## src/rtl/imem_loader.sv

```systemverilog
// imem_loader: receives a program over a byte stream (16-bit big-endian word
// count, big-endian 32-bit words, XOR checksum byte), writes it into the
// instruction memory and holds the core until a verified program is present.
module imem_loader #(
  parameter int ADDR_W = 10,
  parameter int DEPTH  = 1024
) (
  input  logic              clk,
  input  logic              rst,
  input  logic              load_req,
  input  logic              in_valid,
  input  logic [7:0]        in_data,
  output logic              in_ready,
  output logic              mem_we,
  output logic [ADDR_W-1:0] mem_addr,
  output logic [31:0]       mem_wdata,
  output logic              core_hold,
  output logic              busy,
  output logic              done,
  output logic              err,
  output logic [ADDR_W:0]   words_loaded
);

  localparam int WL_W = ADDR_W + 1;

  typedef enum logic [2:0] {
    S_IDLE   = 3'd0,
    S_LEN_HI = 3'd1,
    S_LEN_LO = 3'd2,
    S_DATA   = 3'd3,
    S_CHK    = 3'd4,
    S_DONE   = 3'd5,
    S_ERR    = 3'd6
  } state_t;

  state_t              r_state;
  state_t              w_next;

  logic [7:0]          r_len_hi;
  logic [15:0]         r_count;
  logic [31:0]         r_word;
  logic [1:0]          r_byte_idx;
  logic [ADDR_W-1:0]   r_word_idx;
  logic [7:0]          r_chk;

  logic                w_xfer;
  logic                w_idle;
  logic                w_start;
  logic [15:0]         w_count;
  logic                w_len_bad;
  logic                w_last_word;
  logic                w_word_done;

  assign w_xfer      = in_valid & in_ready;
  assign w_idle      = (r_state == S_IDLE) || (r_state == S_DONE) || (r_state == S_ERR);
  assign w_start     = load_req & w_idle;
  assign w_count     = {r_len_hi, in_data};
  // A zero-length program or one larger than the memory is rejected up front,
  // which is also what keeps the word index from ever passing DEPTH-1.
  assign w_len_bad   = (w_count == 16'd0) || ({1'b0, w_count} > 17'(DEPTH));
  assign w_last_word = ((16'(r_word_idx) + 16'd1) == r_count);
  assign w_word_done = (r_state == S_DATA) && w_xfer && (r_byte_idx == 2'd3);

  // State register
  always_ff @(posedge clk) begin
    if (rst) r_state <= S_IDLE;
    else     r_state <= w_next;
  end

  // Next-state decode
  always_comb begin
    w_next = r_state;
    case (r_state)
      S_IDLE, S_DONE, S_ERR: if (load_req) w_next = S_LEN_HI;
      S_LEN_HI:              if (w_xfer) w_next = S_LEN_LO;
      S_LEN_LO:              if (w_xfer) w_next = w_len_bad ? S_ERR : S_DATA;
      S_DATA:                if (w_word_done && w_last_word) w_next = S_CHK;
      S_CHK:                 if (w_xfer) w_next = (in_data == r_chk) ? S_DONE : S_ERR;
      default:               w_next = S_IDLE;
    endcase
  end

  // in_ready is the only output decoded straight from the current state
  always_comb begin
    in_ready = 1'b0;
    case (r_state)
      S_LEN_HI, S_LEN_LO, S_DATA, S_CHK: in_ready = 1'b1;
      default:                           in_ready = 1'b0;
    endcase
  end

  // Data capture: length bytes and word assembly (no reset needed)
  always_ff @(posedge clk) begin
    if (r_state == S_LEN_HI && w_xfer) r_len_hi <= in_data;
    if (r_state == S_LEN_LO && w_xfer) r_count  <= w_count;
    if (r_state == S_DATA && w_xfer) begin
      case (r_byte_idx)
        2'd0:    r_word[31:24] <= in_data;
        2'd1:    r_word[23:16] <= in_data;
        2'd2:    r_word[15:8]  <= in_data;
        default: r_word[7:0]   <= in_data;
      endcase
    end
  end

  // Registered outputs and session control counters
  always_ff @(posedge clk) begin
    if (rst) begin
      mem_we       <= 1'b0;
      mem_addr     <= '0;
      mem_wdata    <= '0;
      core_hold    <= 1'b1;
      busy         <= 1'b0;
      done         <= 1'b0;
      err          <= 1'b0;
      words_loaded <= '0;
      r_byte_idx   <= '0;
      r_word_idx   <= '0;
      r_chk        <= '0;
    end else begin
      mem_we <= 1'b0;
      if (w_start) begin
        done         <= 1'b0;
        err          <= 1'b0;
        words_loaded <= '0;
        r_byte_idx   <= '0;
        r_word_idx   <= '0;
        r_chk        <= '0;
        core_hold    <= 1'b1;
        busy         <= 1'b1;
      end
      if (r_state == S_LEN_LO && w_xfer && w_len_bad) begin
        busy <= 1'b0;
        err  <= 1'b1;
      end
      if (r_state == S_DATA && w_xfer) begin
        r_chk      <= r_chk ^ in_data;
        r_byte_idx <= r_byte_idx + 2'd1;
      end
      // The completed word is written on the cycle after its 4th byte while
      // the stream keeps flowing; the final word's strobe lands in CHK.
      if (w_word_done) begin
        mem_we       <= 1'b1;
        mem_addr     <= r_word_idx;
        mem_wdata    <= {r_word[31:8], in_data};
        r_word_idx   <= r_word_idx + ADDR_W'(1);
        words_loaded <= words_loaded + WL_W'(1);
      end
      if (r_state == S_CHK && w_xfer) begin
        busy <= 1'b0;
        if (in_data == r_chk) begin
          done      <= 1'b1;
          core_hold <= 1'b0;
        end else begin
          err <= 1'b1;
        end
      end
    end
  end

endmodule

```

## config.mk

```make
export PLATFORM = sky130hd
export DESIGN_NAME = imem_loader
export DESIGN_NICKNAME = d
export VERILOG_FILES = /design/src/rtl/imem_loader.sv
export SDC_FILE = /design/constraint.sdc
export NUM_CORES = 1
export LEC_CHECK = 0
export CAP_MARGIN = 20
export CORE_ASPECT_RATIO = 0.8
export CORE_MARGIN = 5
export CORE_UTILIZATION = 40
export DETAILED_ROUTE_END_ITERATION = 8
export PLACE_DENSITY = 0.64
export SETUP_SLACK_MARGIN = 0.02
export SLEW_MARGIN = 20
export SYNTH_ARGS = -nofsm -noshare
export SYNTH_HDL_FRONTEND = slang
export SYNTH_SLANG_ARGS = --single-unit
```

## constraint.sdc

```tcl
create_clock -name clk -period 2.1 [get_ports clk]
set_input_delay 0.42 -clock clk [delete_from_list [all_inputs] [get_ports clk]]
set_output_delay 0.42 -clock clk [all_outputs]
set_load 0.005 [all_outputs]
```

## After elaboration in Yosys (flattened, before gate mapping)

Index checks and enable logic that the tools add are counted.

| cells by class | value |
|---|---|
| add/subtract/negate cells | 4 |
| order comparisons | 1 |
| equality and inequality tests | 16 |
| multiplexer cells | 28 |
| bitwise operators | 3 |
| reduce and logical (&&, ||, !) cells | 22 |

Operators with widths:

| cell | number |
|---|---|
| $mux W11 | 2 |
| $mux W10 | 2 |
| $mux W3 | 6 |
| $eq A11 B16 Y1 | 1 |
| $gt A16 B11 Y1 const B | 1 |
| $logic_not A16 Y1 | 1 |
| $mux W8 | 2 |
| $pmux W3 S5 | 1 |
| $mux W1 | 12 |
| $add A10 B1 Y11 const B | 1 |
| $add A11 B1 Y11 const B | 1 |
| $add A10 B1 Y10 const B | 1 |
| $eq A3 B3 Y1 const B | 3 |
| $eq A8 B8 Y1 | 1 |
| $ne A2 B2 Y1 const B | 4 |
| $xor A8 B8 Y8 | 1 |
| $logic_and A1 B1 Y1 | 7 |
| $eq A3 B2 Y1 const B | 2 |
| $mux W2 | 3 |
| $reduce_and A2 Y1 | 3 |
| $reduce_or A3 Y1 | 2 |
| $reduce_and A5 Y1 | 1 |
| $eq A2 B2 Y1 const B | 2 |
| $reduce_bool A2 Y1 | 2 |
| 9 further kinds | 12 |

| word-level totals | value |
|---|---|
| flip-flop bits (word level) | 129 |
| output and inout port bits | 59 |
| word-level logic and storage cells | 91 |

## Depth between registers and ports, before layout

Gate-level depths: netlist of the first run.

| logic depth | value |
|---|---|
| depth in word-level cells | 9 |
| depth in mapped cells | 10 |

## Least setup slack after synthesis of the first run

Ideal clock, no wire load.

| path | value |
|---|---|
| kind | reg-to-reg |
| start | register r_word_idx[1] |
| end | register r_state[0] |
| setup time | 0.072 ns |
| arrival time | 1.894 ns |
| slack | 0.134 ns |
| stages on the path, launching flop included | 8 |
| path buffers | 0 |
| path through | dfxtp_1 -> ha_1 -> nand3_2 -> or4_1 -> a21oi_1 -> o31ai_1 -> o31ai_1 -> mux2i_1 |

| on the way | value |
|---|---|
| cells in the longest elaborated chain, start to end | 5 |

RTL lines:

| item | line | source |
|---|---|---|
| start: declaration | 43 | `logic [ADDR_W-1:0] r_word_idx;` |
| start signal: assignment | 146 | `r_word_idx <= r_word_idx + ADDR_W'(1);` |
| $add A10 B1 Y11 | 61 | `assign w_last_word = ((16'(r_word_idx) + 16'd1) == r_count);` |
| $eq A11 B16 Y1 | 61 |  |
| $logic_and A1 B1 Y1 | 77 | `S_DATA: if (w_word_done && w_last_word) w_next = S_CHK;` |
| $ne A2 B1 Y1 (no source line) | n/a |  |
| $reduce_and A5 Y1 (no source line) | n/a |  |
| end signal: assignment | 67 | `else r_state <= w_next;` |
| end: declaration | 36 | `state_t r_state;` |

No other way between the ends.
A chain may end at the register's enable or synchronous reset.

## Final worst setup path of the first run

| path | value |
|---|---|
| start | input in_data[7] |
| end | register err |

| on the way | value |
|---|---|
| cells in the longest elaborated chain, start to end | 6 |

RTL lines:

| item | line | source |
|---|---|---|
| start: declaration | 12 | `input logic [7:0] in_data,` |
| $gt A16 B11 Y1 or $logic_not A16 Y1 (tied branches) | 60 | `assign w_len_bad = (w_count == 16'd0) \|\| ({1'b0, w_count} > 17'(DEPTH));` |
| $logic_or A1 B1 Y1 | 60 |  |
| $logic_and A1 B1 Y1 | 132 | `if (r_state == S_LEN_LO && w_xfer && w_len_bad) begin` |
| $mux W1 | 132 |  |
| $mux W1 | 151 | `if (in_data == r_chk) begin` |
| $mux W1 (*) | 149 | `if (r_state == S_CHK && w_xfer) begin` |
| end signal: assignment | 124 | `err <= 1'b0;` |
| end signal: assignment | 134 | `err <= 1'b1;` |
| end signal: assignment | 155 | `err <= 1'b1;` |
| end: declaration | 20 | `output logic err,` |

Mark *: on every way between the ends. The rest lies on a longest branch, timed or not.

==> results of run 1 <==
==> what timing repair did <==
item | 4_1_cts | 5_1_grt
resized for setup | 14 | 23
endpoints found under the setup margin | 2 | 6
pin swaps | 1 | 9
gates cloned | 0 | 0
setup buffers | 0 | 0
==> synth_stat cells, types with 2 or more instances <==
cell type / n
buf_4: 2
and2_1: 5
nor2b_1: 8
nor4_1: 5
or2_2: 3
o211ai_1: 2
or4_1: 2
a31oi_1: 4
nand4b_1: 2
dfxtp_1: 81
nand3b_1: 12
a21oi_1: 77
edfxtp_1: 48
nand2_1: 101
mux2_2: 2
nor2_1: 36
nor3b_1: 2
nor3_1: 8
o31ai_1: 4
ha_1: 6
buf_1: 5
xor2_1: 15
nand4_1: 5
or3_1: 5
o21ai_0: 22
and3_1: 6
nand2b_1: 2
a21o_1: 4
clkbuf_1: 16
inv_1: 4
a211oi_1: 3
a311oi_1: 3
xnor2_1: 8
nand3_1: 12
buf_2: 12
==> report_power, final <==
part | internal [mW] | total, mW | switching [mW]
Combinational | 0.423 | 0.921 | 0.497
Clock | 1.89 | 3.03 | 1.14
Sequential | 2.72 | 2.81 | 0.0946
Total | 5.03 | 6.76 | 1.74
==> kinds of logic (layout without fill, tap and decap cells) <==
family          after synthesis  count (layout)  synth area share
compound gates              129             129             0.137
fa+ha+maj                     6               6            0.0141
mux                           3               3           0.00611
xor+xnor                     23              23            0.0378
simple gates                219             219             0.196
buf+inv                      40             165            0.0338
flops                       129             129             0.575
==> worst paths after layout <==
kind	startpoint	endpoint	slack [ps]	cells after the start
worst max-delay path	in_data[7]	err	40	7
worst min-delay path	r_len_hi[7]	r_count[15]	450	0
worst max register to register	r_word_idx[1]	r_state[2]	80	7
worst min register to register	r_len_hi[7]	r_count[15]	450	0
==> critical path, stage by stage <==
cell,delay [ps]
clkdlybuf4s50_1,490
buf_4,180
nor4_2,300
a31oi_1,120
nand4b_1,350
a222oi_1,430
nor2_1,60
==> layer usage <==
metal / vias up / share of wire
li1: 2162 / -
met1: 2194 / 0.49
met2: 139 / 0.45
met3: 7 / 0.053
met4: 0 / 0.0042
met5: - / 0
==> layout make-up <==
cell class | instances | area, um2
Fill cell | 1113 | 5630
Sequential cell | 129 | 3070
Multi-Input combinational cell | 380 | 2220
Timing Repair Buffer | 129 | 1190
Clock buffer | 18 | 429
Tap cell | 175 | 219
Clock inverter | 14 | 183
Inverter | 4 | 15.0
==> metrics by stage <==
stage / worst slack [ps] / power, mW / hold slack [ps] / TNS [ps] / utilization
2_1_floorplan: 134 / 3.28 / 426 / 0 / -
3_3_place_gp: -380 / 3.70 / 435 / -1680 / 0.507
3_5_place_dp: -486 / 3.71 / 440 / -2510 / 0.507
4_1_cts: 6.37 / 6.77 / 455 / 0 / 0.558
5_1_grt: -6.78 / 7.01 / 465 / -6.78 / 0.566
6_report: 37.5 / 6.76 / 452 / 0 / 0.566
==> flip-flops by register name, summed over array words and instances, names as in the netlist, 2 cells and up <==
name	flops
r_state	3
r_word_idx	10
mem_wdata	32
r_len_hi	8
r_byte_idx	2
r_count	16
mem_addr	10
r_chk	8
words_loaded	11
r_word	24
==> flow_metrics.py, run 1 <==
metrics = {
    "synth": {
        "synth_area_um2": 5330,
        "synthDistinctLibCells": 52,
        "netlist_instances": 549,
        "synth-edff-count": 48,
        "yosysTopAreaCell": "dfxtp_1",
        "ys.flop_type": "dfxtp_1",
        "synthTopCellsByArea": "dfxtp_1 30%, edfxtp_1 27%, a21oi_1 7.2%",
        "synth_top_area_frac": 0.305,
        "ys_seq_area_frac": 0.575,
        "ys_ff_latch": 129,
        "ys_warn_count": 0,
        "synth_nets": 567,
        "postSynthAreaPerCell_um2": 9.70,
        "async_reset_ff_frac": 0,
    },
    "floorplan": {
        "start_util": 0.411,
        "die_h_um": 113,
        "io_pins": 71,
        "die-area_um2": 15700,
        "coreArea_um2": 13000,
        "die_w_um": 139,
        "core.rowCount": 37,
    },
    "global_route": {
        "grt.busiest_layer": "met2",
        "grt_pass1_wl_um": 22700,
        "grt_max_degree": 32,
        "gr-usage-met3": 0.0507,
        "grt_pass1_vias": 4342,
        "gr-usage-all-layers": 0.181,
        "grtUsageMet2": 0.274,
        "antenna_found_initial": 0,
        "gr-total-overflow": 0,
        "use_met1": 0.261,
    },
    "worst_setup_path": {
        "cp-end-kind": "flip-flop",
        "crit_path_max_fanout": 4,
        "required_ps": 2390,
        "start_kind": "input port",
        "path_class": "input port to flip-flop",
        "cp_data_arrival_time_ps": 2350,
    },
    "sta": {
        "final-max-slew-violation-count": 0,
        "setup_viol": 0,
        "min_period_over_period": 0.982,
        "max_slew.worst_pin.slew_ps": 532,
        "hold_viol": 0,
        "max_freq_ghz": 0.485,
        "slew_headroom": 0.645,
        "rsz0062_at_grt": "yes",
        "fin_skew_ps": 7.29,
        "min_period_ps": 2060,
    },
    "route": {
        "drt_iter0_markers": 383,
        "dr_total_vias": 4502,
        "firstDrtPassIters": 5,
        "vias_per_cell": 5.30,
        "antenna_left": 0,
        "drcViolationCount": 0,
        "wl_per_cell_um": 16.9,
        "drt_wl_total_um": 14400,
    },
    "final_layout": {
        "final_cells": 849,
        "area_delta_synth_final_pct": 37.7,
        "diodes": 0,
        "layout-drive-gt1-share": 0.182,
        "layout_common_cells": "100 x nand2_1, 75 x a21oi_1, 74 x dfxtp_1",
        "final_net_count": 679,
        "final_common_cell": "nand2_1",
        "fin_area_um2": 7330,
    },
    "cts": {
        "cts_num_sinks": 129,
        "hold_buffers": 0,
        "cts_made_buffers": 17,
        "clk_pin_slew_ps": 60,
        "cts_tree": "done",
        "htree_levels": 4,
        "clockRootBuffer": "clkbuf_16",
        "cts_buffer_depth": 2,
        "clock_latency_ps": 420,
    },
    "min_path": {
        "hp-class": "flip-flop to flip-flop",
    },
    "placement": {
        "placed_cells": 817,
        "placed_cell_area_um2": 6570,
        "numPortBuffers": 70,
        "gp_congestion": 0.909,
        "dp_hpwl_um": 9910,
    },
    "pwr": {
        "p_leak_nw": 2.54,
        "vdd_drop_max_mv": 0.636,
        "p_per_area_nw_per_um2": 922,
    },
    "run_status": {
        "status": "completed",
    },
    "flow_run": {
        "cap_violations": 0,
    },
}
Note: power is estimated with default switching activity, not from simulation.
==> run 2: changes to the inputs <==
--- a/config.mk
+++ b/config.mk
@@ -10,8 +10,10 @@
 export CORE_MARGIN = 5
 export CORE_UTILIZATION = 40
 export DETAILED_ROUTE_END_ITERATION = 8
+export HOLD_SLACK_MARGIN = 0.05
 export PLACE_DENSITY = 0.64
 export SETUP_SLACK_MARGIN = 0.02
+export SKIP_LAST_GASP = 1
 export SLEW_MARGIN = 20
 export SYNTH_ARGS = -nofsm -noshare
 export SYNTH_HDL_FRONTEND = slang
==> results of run 2 <==
Same layout as run 1: the final DEF is identical, and so are final timing and power.
==> run 3: changes to the inputs <==
--- a/config.mk
+++ b/config.mk
@@ -11,6 +11,7 @@
 export CORE_UTILIZATION = 40
 export DETAILED_ROUTE_END_ITERATION = 8
 export HOLD_SLACK_MARGIN = 0.05
+export MAX_ROUTING_LAYER = met4
 export PLACE_DENSITY = 0.64
 export SETUP_SLACK_MARGIN = 0.02
 export SKIP_LAST_GASP = 1
==> constraint.sdc (replaced) <==
create_clock -name clk -period 2 [get_ports clk]
set_input_delay 0.4 -clock clk [delete_from_list [all_inputs] [get_ports clk]]
set_output_delay 0.4 -clock clk [all_outputs]
set_load 0.005 [all_outputs]
==> run 3 against run 2 <==
Combinational power is 2.6% higher; design area is 1.0% higher; largest power group unchanged; non-clock buffer count is 5 higher; first-iteration DRC count is 22% lower; total power is 5.3% higher; critical endpoint is now r_state[0].
==> flow_metrics.py, run 3 (synthesis gave the netlist of run 1 again) <==
metrics = {
    "route": {
        "vias_per_cell": 5.20,
        "drt_wl_total_um": 14000,
        "drt_iter0_markers": 298,
        "dr_total_vias": 4444,
        "wl_per_cell_um": 16.4,
        "antenna_left": 0,
        "drcViolationCount": 0,
        "firstDrtPassIters": 5,
    },
    "floorplan": {
        "core.rowCount": 37,
        "start_util": 0.411,
        "io_pins": 71,
        "die_w_um": 139,
        "coreArea_um2": 13000,
        "die_h_um": 113,
        "die-area_um2": 15700,
    },
    "placement": {
        "dp_hpwl_um": 9740,
        "placed_cell_area_um2": 6610,
        "placed_cells": 821,
        "gp_congestion": 0.889,
        "numPortBuffers": 70,
        "post-place-ws_ps": -477,
    },
    "sta": {
        "min_period_over_period": 0.971,
        "tns_ps": 0,
        "max_freq_ghz": 0.515,
        "hold_viol": 0,
        "min_period_ps": 1940,
        "final-max-slew-violation-count": 0,
        "fin_skew_ps": 9.98,
        "hold_slack_ps": 452,
        "rsz0062_at_grt": "yes",
        "setup_slack_ps": 57.4,
        "slew_headroom": 0.647,
        "setup_viol": 0,
        "max_slew.worst_pin.slew_ps": 530,
    },
    "run_status": {
        "status": "completed",
    },
    "final_layout": {
        "fin_area_um2": 7410,
        "final_cells": 854,
        "final_common_cell": "nand2_1",
        "area_delta_synth_final_pct": 39.1,
        "largest-register": "mem_wdata",
        "reg_top3": "mem_wdata: 32 flops, r_word: 24 flops, r_count: 16 flops",
        "layout_common_cells": "100 x nand2_1, 76 x a21oi_1, 76 x dfxtp_1",
        "layout-drive-gt1-share": 0.184,
        "largest_reg_flops": 32,
        "finish.utilization": 0.571,
        "final_net_count": 684,
        "diodes": 0,
    },
    "global_route": {
        "grt_max_degree": 34,
        "grtUsageMet2": 0.285,
        "use_met1": 0.248,
        "antenna_found_initial": 0,
        "gr-total-overflow": 0,
        "gr-usage-all-layers": 0.183,
        "grt.busiest_layer": "met2",
        "grt_pass1_vias": 4326,
        "grt_pass1_wl_um": 22400,
        "gr-usage-met3": 0.0384,
    },
    "worst_setup_path": {
        "crit_family": "compound AO/OA/AOI/OAI gates",
        "crit_chain": "buf_4 -> and4_1 -> nand2_1 -> xor2_1 -> o221ai_1 -> o31ai_2 -> mux2i_1",
        "cp_slowest_cell": "dfxtp_2",
        "critPathBufInv": 1,
        "path_class": "flip-flop to flip-flop",
        "slowest_delay_ps": 410,
        "cp-end-kind": "flip-flop",
        "start_kind": "flip-flop",
        "crit_path_max_fanout": 5,
        "required_ps": 2330,
        "cp_data_arrival_time_ps": 2280,
    },
    "cts": {
        "htree_levels": 4,
        "clockRootBuffer": "clkbuf_16",
        "clock_latency_ps": 410,
        "cts_made_buffers": 17,
        "cts_buffer_depth": 2,
        "cts_tree": "done",
        "cts_num_sinks": 129,
        "clk_pin_slew_ps": 60,
    },
    "flow_run": {
        "cap_violations": 0,
    },
    "pwr": {
        "vdd_drop_max_mv": 0.644,
        "finalPower_mw": 7.12,
        "p_leak_nw": 2.61,
        "p_per_area_nw_per_um2": 961,
    },
    "min_path": {
        "hp-class": "flip-flop to flip-flop",
    },
}
[run 3: cell types whose count changed in the layout (fill, tap and decap cells not counted), moves of 2 or more]
cell             before  now
clkinv_4              5    3
dfxtp_1              74   76
nor4_2                4    2
clkinv_2              0    2
dlymetal6s2s_1        1    5
buf_4                54   58
clkdlybuf4s50_1      67   62
[run 3: path summary, 6_finish.rpt]
path | from | to | slack [ps] | cells past startpoint
max | r_word_idx[3] | r_state[0] | 60 | 7
min | mem_wdata[19] | mem_wdata[19] | 450 | 2
max reg2reg | r_word_idx[3] | r_state[0] | 60 | 7
min reg2reg | mem_wdata[19] | mem_wdata[19] | 450 | 2
[run 3: area by class of cell]
class                      count  area, um2
clock buffer                  18        429
clock inverter                14        188
fill                        1147       5560
inverter                       4       15.0
multi-input combinational    380       2230
sequential                   129       3070
tap                          175        219
timing repair buffer         134       1250
[run 3: tightest hold or removal path, stage by stage (launching register included)]
cell and delay (ps):
dfxtp_1 310, nand2_1 50, a21oi_1 50
[run 3: timing repair]
item	CTS	global route
hold buffers	0	0
pin swaps	10	12
setup endpoints to repair	6	5
gates resized for setup	24	15
hold endpoints to repair	0	0
setup buffers	0	1
gates cloned	0	0
[run 3: power by group]
group	switching, mW	total, mW	internal (mW)
sequential	0.0821	2.93	2.85
clock	1.16	3.24	2.08
combinational	0.516	0.945	0.429
total	1.76	7.12	5.36
[run 3: layer usage]
metal / vias up / wire length, um
li1: 2170 / -
met1: 2152 / 6860
met2: 118 / 6490
met3: 4 / 654
met4: 0 / 30
met5: - / 0
==> RTL change: new RTL, flow settings as in run 1 <==
Encoding of `state_t`: now one-hot (7 bits for 7 states).
--- a/src/rtl/imem_loader.sv
+++ b/src/rtl/imem_loader.sv
@@ -24,12 +24,12 @@
   localparam int WL_W = ADDR_W + 1;
 
-  typedef enum logic [2:0] {
-    S_IDLE   = 3'd0,
-    S_LEN_HI = 3'd1,
-    S_LEN_LO = 3'd2,
-    S_DATA   = 3'd3,
-    S_CHK    = 3'd4,
-    S_DONE   = 3'd5,
-    S_ERR    = 3'd6
+  typedef enum logic [6:0] {
+    S_IDLE   = 7'b0000001,
+    S_LEN_HI = 7'b0000010,
+    S_LEN_LO = 7'b0000100,
+    S_DATA   = 7'b0001000,
+    S_CHK    = 7'b0010000,
+    S_DONE   = 7'b0100000,
+    S_ERR    = 7'b1000000
   } state_t;
 
Function: no difference found for any inputs over 10 cycles, from zero or initial values and one cycle with rst high; not proved beyond that.
==> RTL change against run 1 <==
  * Wire length shrank 1.2%
  * Sequential cell count up 4
  * Synthesized cell count grew 3.8%
  * Highest routed layer unchanged
  * Synthesized area rose by 4.3%
  * The run now ends with setup timing left
  * Total power fell by 11%
  * Critical endpoint is now r_state[5]$_SDFFE_PP0P_
  * Final area is 4.3% higher
  * Critical path depth down 2
  * Setup slack got worse by 0.12 ns
  * Non-clock buffer count is 16 higher
  * Clock power fell by 8.9%
  * Sequential share of layout area down 0.58 points
==> RTL change: results (changes against run 1) <==
Layout Skew=0.00998 ns (was 0.00729 ns); DR vias/cell=5.20 (was 5.30); placed insts=846 (was 817); crit path max fanout=3 (was 4); Clk. pwr=0.00276 W (was 0.00303 W); Setup crit end=r_state[5]$_SDFFE_PP0P_ (was err$_SDFF_PP0_); post-synthesis compound-gate area fraction=0.128 (was 0.137); DP Area=6880 sq um (was 6570 sq um); Hold Worst Slack=0.446 ns (was 0.452 ns); TNS Setup=-0.167 ns (was 0 ns); synth top area cells=dfxtp_1 31%, edfxtp_1 26%, nand2_1 8.1% (was dfxtp_1 30%, edfxtp_1 27%, a21oi_1 7.2%); Fillers=1172 (was 1113); outcome=finished, violations left (was completed); Synth Area in Adders=0.0135 (was 0.0141); pre-CTS WS=-0.363 ns (was -0.486 ns); register area share after synthesis=0.566 (was 0.575); Setup Viol. Count Final=3 (was 0); NetSw=0.00143 W (was 0.00174 W); first-pass GRT wire length=23300 um (was 22700 um); internal cell power=0.00459 W (was 0.00503 W); Tot GR Track Use=0.180 (was 0.181); largest net degree at the start of global routing=34 (was 32); Worst R2R Path Depth=5 (was 7); global placement routability congestion=0.877 (was 0.909); vias in the first global route=4656 (was 4342); final net count=717 (was 679); failing checks=setup timing; average size of a mapped cell=9.75 sq um (was 9.70 sq um); met2 wire length=6660 um (was 6510 um); final setup margin=-0.0824 ns (was 0.0375 ns); P_seq=0.00274 W (was 0.00281 W)
## RTL change: area by class of cell
| cell class | count | share of cell area |
|---|---|---|
| timing repair buffer | 145 | 0.171 |
| multi-input combinational | 396 | 0.310 |
| clock inverter | 9 | 0.00884 |
| clock buffer | 23 | 0.0641 |
| tap | 180 | 0.0295 |
| inverter | 6 | 0.00295 |
| sequential | 133 | 0.413 |
## RTL change: routing by layer
metal / vias to the layer above / track usage
li1: 2268 / -
met1: 2230 / 0.236
met2: 122 / 0.294
met3: 18 / 0.0449
met4: 0 / 0.0569
met5: - / 0
## RTL change: worst max-delay path, cell delays in order, from the launching register on
cell and delay (ns):
edfxtp_1 0.36, or4_4 0.55, nor4_4 0.32, nand3_2 0.16, o41ai_4 0.35, mux2_4 0.33
## RTL change: repair_timing
item                                    4_1_cts  5_1_grt
setup buffers                                13        5
endpoints found under the setup margin        4       44
resized for setup                            18       15
pin swaps                                     8        8
